--- config.mk ---
export PLATFORM = sky130hd
export DESIGN_NAME = multicycle_ctrl
export DESIGN_NICKNAME = d
export VERILOG_FILES = /design/src/rtl/multicycle_ctrl.sv
export SDC_FILE = /design/constraint.sdc
export NUM_CORES = 1
export LEC_CHECK = 0
export BUFFER_PORTS_ARGS = -buffer_cell sky130_fd_sc_hd__buf_2
export CORE_MARGIN = 2
export CORE_UTILIZATION = 32
export DETAILED_ROUTE_END_ITERATION = 10
export HOLD_SLACK_MARGIN = 0.15
export PLACE_DENSITY_LB_ADDON = 0.3
export SLEW_MARGIN = 10
export SYNTH_ARGS = -nofsm -noshare
export SYNTH_HDL_FRONTEND = slang
export SYNTH_SLANG_ARGS = --single-unit
--- constraint.sdc ---
create_clock -name clk -period 1.3 [get_ports clk]
set_input_delay 0.065 -clock clk [delete_from_list [all_inputs] [get_ports clk]]
set_output_delay 0.065 -clock clk [all_outputs]
set_load 0.03 [all_outputs]
--- src/rtl/multicycle_ctrl.sv ---
// rtl/multicycle_ctrl.sv - multicycle RISC-V style control unit: Moore FSM plus ALU/immediate decode
module multicycle_ctrl (
  input  logic       clk,
  input  logic       rst_n,
  input  logic [6:0] op,
  input  logic [2:0] funct3,
  input  logic       funct7b5,
  input  logic       EQ,
  output logic       PCWrite,
  output logic       AdrSrc,
  output logic       MemWrite,
  output logic       IRWrite,
  output logic       RegWrite,
  output logic [1:0] ResultSrc,
  output logic [1:0] ALUSrcA,
  output logic [1:0] ALUSrcB,
  output logic [1:0] ImmSrc,
  output logic [2:0] ALUctrl,
  output logic       instr_done,
  output logic       illegal
);

  localparam logic [6:0] OP_LOAD   = 7'b0000011;
  localparam logic [6:0] OP_STORE  = 7'b0100011;
  localparam logic [6:0] OP_RTYPE  = 7'b0110011;
  localparam logic [6:0] OP_ITYPE  = 7'b0010011;
  localparam logic [6:0] OP_BRANCH = 7'b1100011;
  localparam logic [6:0] OP_JAL    = 7'b1101111;

  // ResultSrc / ALUSrcA / ALUSrcB / ImmSrc encodings
  localparam logic [1:0] RES_ALUOUT = 2'b00;
  localparam logic [1:0] RES_RDATA  = 2'b01;
  localparam logic [1:0] RES_ALU    = 2'b10;
  localparam logic [1:0] SRCA_PC    = 2'b00;
  localparam logic [1:0] SRCA_OLDPC = 2'b01;
  localparam logic [1:0] SRCA_RS1   = 2'b10;
  localparam logic [1:0] SRCB_RS2   = 2'b00;
  localparam logic [1:0] SRCB_IMM   = 2'b01;
  localparam logic [1:0] SRCB_FOUR  = 2'b10;

  localparam logic [2:0] ALU_ADD = 3'b000;
  localparam logic [2:0] ALU_SUB = 3'b001;
  localparam logic [2:0] ALU_AND = 3'b010;
  localparam logic [2:0] ALU_OR  = 3'b011;
  localparam logic [2:0] ALU_SLT = 3'b101;

  typedef enum logic [3:0] {
    S_FETCH    = 4'd0,
    S_DECODE   = 4'd1,
    S_MEMADR   = 4'd2,
    S_MEMREAD  = 4'd3,
    S_MEMWB    = 4'd4,
    S_MEMWRITE = 4'd5,
    S_EXECR    = 4'd6,
    S_EXECI    = 4'd7,
    S_ALUWB    = 4'd8,
    S_BRANCH   = 4'd9,
    S_JAL      = 4'd10
  } state_t;

  state_t     r_state;
  state_t     w_cur;
  state_t     w_next;
  logic [2:0] w_alu_fn;
  logic       w_pcwrite;
  logic       w_memwrite;
  logic       w_irwrite;
  logic       w_regwrite;
  logic       w_done;
  logic       w_illegal;

  // While reset is held the outputs must look like FETCH, even before the
  // first reset edge has loaded the state register.
  assign w_cur = rst_n ? r_state : S_FETCH;

  // State register; synchronous reset returns to FETCH from any state
  always_ff @(posedge clk) begin
    if (!rst_n) begin
      r_state <= S_FETCH;
    end else begin
      r_state <= w_next;
    end
  end

  // ALU operation for R/I-type execute; only R-type may select subtract
  always_comb begin
    w_alu_fn = ALU_ADD;
    case (funct3)
      3'b000:  w_alu_fn = (op == OP_RTYPE && funct7b5) ? ALU_SUB : ALU_ADD;
      3'b010:  w_alu_fn = ALU_SLT;
      3'b110:  w_alu_fn = ALU_OR;
      3'b111:  w_alu_fn = ALU_AND;
      default: w_alu_fn = ALU_ADD;
    endcase
  end

  // Immediate format follows the opcode in every state
  always_comb begin
    case (op)
      OP_STORE:  ImmSrc = 2'b01;
      OP_BRANCH: ImmSrc = 2'b10;
      OP_JAL:    ImmSrc = 2'b11;
      default:   ImmSrc = 2'b00;
    endcase
  end

  // Next-state and per-state output decode
  always_comb begin
    w_next     = S_FETCH;
    w_pcwrite  = 1'b0;
    AdrSrc     = 1'b0;
    w_memwrite = 1'b0;
    w_irwrite  = 1'b0;
    w_regwrite = 1'b0;
    ResultSrc  = RES_ALUOUT;
    ALUSrcA    = SRCA_PC;
    ALUSrcB    = SRCB_RS2;
    ALUctrl    = ALU_ADD;
    w_done     = 1'b0;
    w_illegal  = 1'b0;
    case (w_cur)
      S_FETCH: begin
        w_next    = S_DECODE;
        w_irwrite = 1'b1;
        w_pcwrite = 1'b1;
        ALUSrcA   = SRCA_PC;
        ALUSrcB   = SRCB_FOUR;
        ResultSrc = RES_ALU;
      end
      S_DECODE: begin
        // OldPC + imm is computed here so BRANCH/JAL find the target in ALUOut
        ALUSrcA = SRCA_OLDPC;
        ALUSrcB = SRCB_IMM;
        case (op)
          OP_LOAD, OP_STORE: w_next = S_MEMADR;
          OP_RTYPE:          w_next = S_EXECR;
          OP_ITYPE:          w_next = S_EXECI;
          OP_BRANCH:         w_next = S_BRANCH;
          OP_JAL:            w_next = S_JAL;
          default: begin
            w_next    = S_FETCH;
            w_illegal = 1'b1;
            w_done    = 1'b1;
          end
        endcase
      end
      S_MEMADR: begin
        w_next  = (op == OP_LOAD) ? S_MEMREAD : S_MEMWRITE;
        ALUSrcA = SRCA_RS1;
        ALUSrcB = SRCB_IMM;
      end
      S_MEMREAD: begin
        w_next = S_MEMWB;
        AdrSrc = 1'b1;
      end
      S_MEMWB: begin
        w_next     = S_FETCH;
        ResultSrc  = RES_RDATA;
        w_regwrite = 1'b1;
        w_done     = 1'b1;
      end
      S_MEMWRITE: begin
        w_next     = S_FETCH;
        AdrSrc     = 1'b1;
        w_memwrite = 1'b1;
        w_done     = 1'b1;
      end
      S_EXECR: begin
        w_next  = S_ALUWB;
        ALUSrcA = SRCA_RS1;
        ALUSrcB = SRCB_RS2;
        ALUctrl = w_alu_fn;
      end
      S_EXECI: begin
        w_next  = S_ALUWB;
        ALUSrcA = SRCA_RS1;
        ALUSrcB = SRCB_IMM;
        ALUctrl = w_alu_fn;
      end
      S_ALUWB: begin
        w_next     = S_FETCH;
        w_regwrite = 1'b1;
        w_done     = 1'b1;
      end
      S_BRANCH: begin
        // Compare rs1 - rs2; only beq/bne are taken, other funct3 fall through
        w_next    = S_FETCH;
        ALUSrcA   = SRCA_RS1;
        ALUSrcB   = SRCB_RS2;
        ALUctrl   = ALU_SUB;
        w_pcwrite = ((funct3 == 3'b000) && EQ) || ((funct3 == 3'b001) && !EQ);
        w_done    = 1'b1;
      end
      S_JAL: begin
        // PC <- ALUOut (target from DECODE) while OldPC + 4 becomes the link value
        w_next    = S_ALUWB;
        ALUSrcA   = SRCA_OLDPC;
        ALUSrcB   = SRCB_FOUR;
        w_pcwrite = 1'b1;
      end
      default: begin
        w_next = S_FETCH;
      end
    endcase
  end

  // Write enables and pulses are suppressed while reset is held
  always_comb begin
    PCWrite    = w_pcwrite  & rst_n;
    MemWrite   = w_memwrite & rst_n;
    IRWrite    = w_irwrite  & rst_n;
    RegWrite   = w_regwrite & rst_n;
    instr_done = w_done     & rst_n;
    illegal    = w_illegal  & rst_n;
  end

endmodule

==> results of run 1 <==
critical path: stages (launching register included):
cell and delay [ns]:
dfxtp_4 0.36, buf_6 0.13, o41ai_4 0.34, and2_1 0.18
buf_6 0.13
cell families (layout without fill, tap and decap cells):
kind of cell           count (synthesis)  after routing  share of synthesized area (%)
AO/OA/AOI/OAI                         17             17                           21.2
XOR/XNOR                               6              6                           7.95
buffers and inverters                 12             61                           12.3
flip-flops                             4              4                           12.1
multiplexers                           2              2                           3.03
AND/OR/NAND/NOR                       44             44                           43.4
timing repair:
action	CTS	global route
pin swaps	12	1
gates resized for setup	40	8
endpoints found under the hold margin	1	0
hold buffers	1	0
setup endpoints to repair	16	17
buffers inserted	3	1
layout by cell type (no fill, tap or decap), types with 3 or more instances in the layout:
master	n
nor2_1	5
clkbuf_4	4
nand3_1	3
nand4_1	3
xor2_1	4
buf_4	20
nand2_1	5
inv_1	5
buf_2	16
buf_6	15
dfxtp_4	4
how the worst min path moves through the flow:
stage / from / end / slack [ns] / cells past startpoint
2_1_floorplan: funct3[0] / ALUctrl[2] / 0.20 / 1
3_3_place_gp: rst_n / r_state[3] / 0.37 / 3
3_5_place_dp: rst_n / r_state[3] / 0.37 / 3
4_1_cts: op[6] / r_state[3] / 0.20 / 3
5_1_grt: op[6] / r_state[3] / 0.25 / 3
6_report: op[4] / r_state[1] / 0.23 / 4
routing by layer:
| layer | global-route usage, % | routed length, um | up-vias | share of wire, % |
|---|---|---|---|---|
| met5 | 0 | 0 | - | 0 |
| met4 | 5.56 | 23 | 0 | 1.1 |
| met3 | 1.23 | 80 | 2 | 3.9 |
| met2 | 32.2 | 1090 | 23 | 53 |
| met1 | 20.3 | 848 | 361 | 42 |
| li1 | - | - | 410 | - |
metrics by stage:
step	TNS, ns	total power, W
floorplan	-0.186	0.000259
global placement	0	0.000329
detailed placement	0	0.000330
CTS	-1.14	0.000527
global route	-2.07	0.000555
finish	-1.13	0.000525
cell type report:
cell class,count,area (um2)
Tap cell,27,33.8
Inverter,5,18.8
Multi-Input combinational cell,69,588
Fill cell,197,787
Clock buffer,3,22.5
Sequential cell,4,95.1
Timing Repair Buffer,53,417
power breakdown:
part	internal, W	switching [W]
registers	0.000120	0.00000457
clock network	0.000104	0.0000569
logic	0.000117	0.000122
total	0.000341	0.000184
==> qor.log, run 1 <==
INFO  logic_synthesis synth-seq-area-share=12.1%
INFO  route          detailedRoute.firstPassIterationCount=4
INFO  die            fp.dieH=49.4um
INFO  finish         final_core_util=59.9%
INFO  sta            timing.final.crit_share=111%
INFO  clock_tree     h-tree-depth=1
INFO  global_routing first_global_vias=770
INFO  clock_tree     insertion_delay=0.24ns
INFO  clock_tree     clock-root-buffer=clkbuf_4
INFO  setup_path     critPathArrivalTime=1.38ns
INFO  die            floorplan.initialDensity=33.7%
INFO  sta            clock.fmax=693MHz
INFO  route          drt_drc_violations_left=0
INFO  placement      gp_routability_congestion=0.821
INFO  route          route.final.wire_length=2040um
INFO  global_routing grt_start_max_net_pins=10
INFO  route          drt-vias-per-instance=4.94
INFO  logic_synthesis synth-main-ff-cell=dfxtp_1
INFO  placement      io_buffers=31
INFO  sta            relSlewSlack=83.6%
INFO  setup_path     worstReg2RegEnd=r_state[1]
INFO  die            placementRows=16
INFO  die            boundaryPins=32
INFO  sta            final-setup-viol-count=14
INFO  logic_synthesis yosys_register_bits=4
INFO  finish         insertedDiodeCount=0
INFO  setup_path     reg2reg_slack=0ns
INFO  job            cap_violations=0
INFO  sta            slew_viol_final=0
INFO  setup_path     worst-setup-path-type=register to primary output
INFO  logic_synthesis postSynthCellCount=85
INFO  finish         regMostFlops=r_state
INFO  setup_path     crit_end=IRWrite
INFO  finish         syn_to_final_growth=77.8%
INFO  route          ant_nets=0
INFO  setup_path     worst_r2r_startpoint=r_state[1]
INFO  route          dr.first_iter.drc_count=6
INFO  sta            worst_margin_pin_slew=0.245ns
INFO  setup_path     setup.worst_path.end_class=primary output
INFO  logic_synthesis yosys.cell_count.top_type=nand2_1
INFO  worst_hold_path min_path_type=input port to register
INFO  sta            setup_ws=-0.143ns
INFO  clock_tree     clk_transition_reported_paths=0.04ns
INFO  route          detailroute.via_count=796
INFO  setup_path     critical_path.max_fanout=5
INFO  logic_synthesis cell_variety_after_synth=44
INFO  finish         largest_registers=r_state (4)
INFO  route          wire_per_inst=12.7um
INFO  logic_synthesis synth-warning-count=0
INFO  clock_tree     numCtsBuffers=3
INFO  logic_synthesis netlist.area_leader.share=12.1%
INFO  die            coreArea=1960um2
INFO  sta            fin_worst_skew=0.00543ns
INFO  logic_synthesis synth.net_count=99
INFO  power          vdd.ir_drop.worst=0.329mV
INFO  power          p_leak=0.554nW
INFO  run_status     outcome=finished, violations left
INFO  finish         largest_register_ff_count=4
INFO  die            die_x=49.4um
INFO  setup_path     critPathRequiredTime=1.24ns
INFO  global_routing number_of_antenna_violations_at_the_first_check_in_global_routing=0
INFO  logic_synthesis async_flop_share=0%
INFO  logic_synthesis syn_avg_cell_area=7.77um2
INFO  logic_synthesis synth_top_cells_by_area=dfxtp_1 (12%), buf_6 (6.8%), xor2_1 (5.3%)
INFO  sta            grt_setup_unrepaired=yes
INFO  setup_path     worst_setup_path_start_kind=register
INFO  placement      place_worst_setup_slack=0.0102ns
INFO  logic_synthesis synthTopCellsByCount=nand2_1 (7), nor2_1 (6), inv_1 (5)
INFO  clock_tree     cts_tree=yes
INFO  setup_path     worst-r2r-cell-count=6
INFO  sta            final_period_minus_worst_setup_slack=1.44ns
INFO  die            die_area=2440um2
INFO  finish         num-nets-final=150
INFO  finish         share_of_cells_above_drive_strength_1=59.7%
INFO  finish         final_design_area_no_fill=1170um2
INFO  clock_tree     cts.sink_count=4
INFO  sta            fin_hold_ws=0.231ns
INFO  logic_synthesis netlist.top_cell.by_area=dfxtp_1
INFO  global_routing global_route.overflow_total=0
INFO  global_routing global_route.usage.total=17.1%
INFO  placement      placedInstanceArea=971um2
INFO  power          cellPowerDensity=447nW/um2
INFO  placement      dp_hpwl=1480um
INFO  setup_path     crit_path_start=r_state[2]
INFO  logic_synthesis synth_edf_count=0
INFO  logic_synthesis area_of_the_mapped_netlist=661um2
INFO  placement      placed_cells_incl_taps=153
INFO  sta            hold_viol=0
INFO  clock_tree     cts.path.max_buffers=2
INFO  finish         finish.cell_count_without_fillers=161
INFO  global_routing wire_length_of_the_first_global_routing_pass=3330um
INFO  run_status     failed_checks=setup timing
Note: power is estimated with default switching activity, not from simulation.
==> run 2: changes to the inputs <==
ABC_AREA = 1   (was default)
==> run 2 against run 1 <==
The run still ends with setup timing left. Global-route usage decreased by 1.8 points. Design area shrank 23%. Clock power is essentially flat. Final cell count down 2.5%. Routed wire length down 23%. Count of clock-buffer cells in the layout stayed put. Non-clock buffer count decreased by 15. Critical endpoint is now PCWrite.
==> qor.log, run 2 <==
INFO  run_status     outcome=finished, violations left [unchanged]
INFO  run_status     failed_checks=setup timing [unchanged]
INFO  clock_tree     cts.sink_count=4 [unchanged]
INFO  logic_synthesis yosys_register_bits=4 [unchanged]
INFO  route          detailroute.via_count=724 [was 796]
INFO  route          ant_nets=0 [unchanged]
INFO  die            die_x=45.6um [was 49.4 um]
INFO  logic_synthesis syn_avg_cell_area=5.53um2 [was 7.77 um2]
INFO  setup_path     crit_path_start=r_state[0] [was r_state[2]]
INFO  logic_synthesis synth_top_cells_by_area=dfxtp_1 (14%), nand2_1 (14%), nor2_1 (12%) [was dfxtp_1 (12%), buf_6 (6.8%), xor2_1 (5.3%)]
INFO  logic_synthesis synth_edf_count=0 [unchanged]
INFO  finish         insertedDiodeCount=0 [unchanged]
INFO  logic_synthesis postSynthCellCount=100 [was 85]
INFO  sta            clock.fmax=729MHz [was 693 MHz]
INFO  setup_path     worst_r2r_startpoint=r_state[1] [unchanged]
INFO  placement      gp_routability_congestion=0.819 [was 0.821]
INFO  clock_tree     cts.path.max_buffers=2 [unchanged]
INFO  global_routing global_route.usage.total=15.3% [was 17.1%]
INFO  sta            grt_setup_unrepaired=yes [unchanged]
INFO  setup_path     cp_cell_sequence=nand2_4 -> nor2_4 -> nand2_2 -> nor2_2 -> nor2_2 -> nor2_2 -> buf_6 [was buf_6 -> o41ai_4 -> and2_1 -> buf_6]
INFO  global_routing wire_length_of_the_first_global_routing_pass=2240um [was 3330 um]
INFO  setup_path     critPathRequiredTime=1.24ns [about the same]
INFO  setup_path     cpPeakStageDelay=0.37ns [was 0.36 ns]
INFO  placement      placedInstanceArea=728um2 [was 971 um2]
INFO  route          route.final.wire_length=1560um [was 2040 um]
INFO  die            placementRows=15 [was 16]
INFO  sta            final-setup-viol-count=9 [was 14]
INFO  logic_synthesis area_of_the_mapped_netlist=553um2 [was 661 um2]
INFO  finish         nFillCells=161 [was 197]
INFO  finish         final_design_area_no_fill=902um2 [was 1170 um2]
INFO  logic_synthesis async_flop_share=0% [unchanged]
INFO  finish         num-nets-final=156 [was 150]
INFO  sta            slew_viol_final=0 [unchanged]
INFO  power          vdd.ir_drop.worst=0.232mV [was 0.329 mV]
INFO  clock_tree     cts_tree=yes [unchanged]
INFO  finish         syn_to_final_growth=63.1% [was 77.8%]
INFO  finish         share_of_cells_above_drive_strength_1=49.3% [was 59.7%]
INFO  clock_tree     clk_transition_reported_paths=0.04ns [about the same]
INFO  clock_tree     clock-root-buffer=clkbuf_4 [unchanged]
INFO  sta            timing.final.crit_share=106% [was 111%]
INFO  global_routing number_of_antenna_violations_at_the_first_check_in_global_routing=0 [unchanged]
INFO  logic_synthesis synth-warning-count=0 [unchanged]
INFO  setup_path     setup.worst_path.end_class=primary output [unchanged]
INFO  clock_tree     h-tree-depth=1 [unchanged]
INFO  worst_hold_path min_path_type=input port to register [unchanged]
INFO  logic_synthesis cell_variety_after_synth=21 [was 44]
INFO  setup_path     path_buf_inv=1 [was 2]
INFO  route          drt-vias-per-instance=4.61 [was 4.94]
INFO  job            cap_violations=0 [unchanged]
INFO  route          dr.first_iter.drc_count=9 [was 6]
INFO  sta            setup_ws=-0.0720ns [was -0.143 ns]
INFO  logic_synthesis netlist.area_leader.share=14.5% [was 12.1%]
INFO  setup_path     timing.critical_path.slowest_stage_cell=dfxtp_4 [unchanged]
INFO  die            die_area=2080um2 [was 2440 um2]
INFO  clock_tree     numCtsBuffers=3 [unchanged]
INFO  die            fp.dieH=45.6um [was 49.4 um]
INFO  finish         regMostFlops=r_state [unchanged]
INFO  placement      dp_hpwl=1170um [was 1480 um]
INFO  setup_path     critical_path.max_fanout=5 [unchanged]
INFO  global_routing first_global_vias=546 [was 770]
INFO  finish         layout.cells.most_common_list=nand2_1 (19), buf_2 (19), inv_1 (15), nor2_1 (13), buf_4 (12) [was buf_4 (20), buf_2 (16), buf_6 (15)]
INFO  global_routing grt_start_max_net_pins=9 [was 10]
INFO  global_routing global_route.overflow_total=0 [unchanged]
INFO  setup_path     crit_end=PCWrite [was IRWrite]
INFO  power          cellPowerDensity=516nW/um2 [was 447 nW/um2]
INFO  logic_synthesis netlist.top_cell.by_area=dfxtp_1 [unchanged]
INFO  logic_synthesis synth-seq-area-share=14.5% [was 12.1%]
INFO  sta            hold_viol=0 [unchanged]
INFO  logic_synthesis synthTopCellsByCount=nand2_1 (21), nor2_1 (17), inv_1 (16) [was nand2_1 (7), nor2_1 (6), inv_1 (5)]
INFO  sta            worst_margin_pin_slew=0.284ns [was 0.245 ns]
INFO  setup_path     worst_setup_path_start_kind=register [unchanged]
INFO  route          detailedRoute.firstPassIterationCount=4 [unchanged]
INFO  setup_path     worstReg2RegEnd=r_state[0] [was r_state[1]]
INFO  setup_path     worst-setup-path-type=register to primary output [unchanged]
INFO  setup_path     cpMostUsedCell=nor2_2 [was buf_6]
INFO  setup_path     worst-r2r-cell-count=5 [was 6]
INFO  route          drt_drc_violations_left=0 [unchanged]
INFO  sta            tns=-0.284ns [was -1.13 ns]
INFO  worst_hold_path min_path_cells=4 [unchanged]
INFO  finish         largest_registers=r_state (4) [unchanged]
INFO  clock_tree     insertion_delay=0.24ns [about the same]
INFO  setup_path     reg2reg_slack=0.22ns [was 0 ns]
INFO  finish         largest_register_ff_count=4 [unchanged]
INFO  logic_synthesis yosys.cell_count.top_type=nand2_1 [unchanged]
INFO  sta            fin_worst_skew=0.00473ns [was 0.00543 ns]
INFO  sta            relSlewSlack=80.9% [was 83.6%]
INFO  setup_path     cp_num_cells=7 [was 4]
INFO  placement      io_buffers=31 [unchanged]
INFO  sta            final_period_minus_worst_setup_slack=1.37ns [was 1.44 ns]
INFO  die            boundaryPins=32 [unchanged]
INFO  logic_synthesis synth.net_count=114 [was 99]
INFO  setup_path     critPathTopFamily=simple AND/OR/NAND/NOR gates [was flip-flops]
INFO  finish         final_core_util=54.0% [was 59.9%]
INFO  power          p_leak=0.511nW [was 0.554 nW]
INFO  route          wire_per_inst=9.96um [was 12.7 um]
INFO  die            coreArea=1670um2 [was 1960 um2]
INFO  die            floorplan.initialDensity=33.1% [was 33.7%]
INFO  setup_path     critPathArrivalTime=1.31ns [was 1.38 ns]
INFO  placement      place_worst_setup_slack=0.0559ns [was 0.0102 ns]
INFO  logic_synthesis synth-main-ff-cell=dfxtp_1 [unchanged]
[run 2: cell types whose count changed in the layout (fill, tap and decap cells not counted), sizes merged, moves of 4 or more]
cell | previous run | this run
nor3b | 4 | 0
nand3 | 3 | 11
o21ai | 2 | 6
xor2 | 4 | 0
nand2 | 7 | 30
buf | 51 | 36
inv | 5 | 18
nor2 | 6 | 22
[run 2: what timing repair did]
| action | in CTS | in global routing |
|---|---|---|
| cloned | 0 | 0 |
| hold buffers | 1 | 0 |
| setup endpoints to repair | 12 | 14 |
| resized for setup | 23 | 17 |
| setup buffers | 1 | 4 |
| hold endpoints to repair | 1 | 0 |
| pin swaps | 1 | 2 |
[run 2: kinds of logic (layout without fill, tap and decap cells)]
| logic type | count (synthesis) | count (layout) | share of synthesized area, % |
|---|---|---|---|
| AND/OR/NAND/NOR | 68 | 68 | 63.1 |
| buffers and inverters | 19 | 59 | 14.3 |
| AO/OA/AOI/OAI | 9 | 9 | 8.14 |
| flip-flops | 4 | 4 | 14.5 |
[run 2: cell type report]
type	instances	area, um2	share of cell area (%)
repair buffers	38	259	28.7
multi-input cells	77	434	48.1
well taps	17	21.3	2.36
flip-flops and latches	4	95.1	10.5
clock buffers	3	22.5	2.50
inverters	18	70.1	7.77
[run 2: worst min-delay path by stage]
stage,startpoint,end,slack (ns)
6_report,op[6],r_state[1],0.17
5_1_grt,op[6],r_state[1],0.20
4_1_cts,op[6],r_state[1],0.16
3_5_place_dp,op[4],r_state[2],0.35
3_3_place_gp,op[4],r_state[2],0.35
2_1_floorplan,funct3[2],ALUctrl[2],0.20
[run 2: metrics by stage]
step | cells | total power, W | hold slack (ns)
final | 157 | 0.000466 | 0.169
after global routing | 157 | 0.000498 | 0.196
after CTS | 153 | 0.000445 | 0.164
after detailed placement | 148 | 0.000276 | 0.353
after global placement | 148 | 0.000276 | 0.352
after floorplan | 100 | 0.000229 | 0.198
[run 2: where the power goes]
| part | switching [W] | internal (W) |
|---|---|---|
| sequential | 0.00000533 | 0.000120 |
| combinational | 0.000108 | 0.0000737 |
| clock | 0.0000552 | 0.000104 |
[run 2: per-layer routing]
layer | vias up | GRT usage, % | wire [um]
met2 | 22 | 22.0 | 756
met4 | 0 | 10.6 | 23
met5 | - | 0 | 0
met1 | 307 | 20.8 | 714
li1 | 392 | - | -
met3 | 3 | 1.98 | 69
[run 2: worst register-to-register path: stages, from the launching register on]
cell and delay [ns]:
dfxtp_4 0.37, inv_1 0.12, nand3_1 0.13, nor2_2 0.17
nand3_1 0.10, a21oi_1 0.12
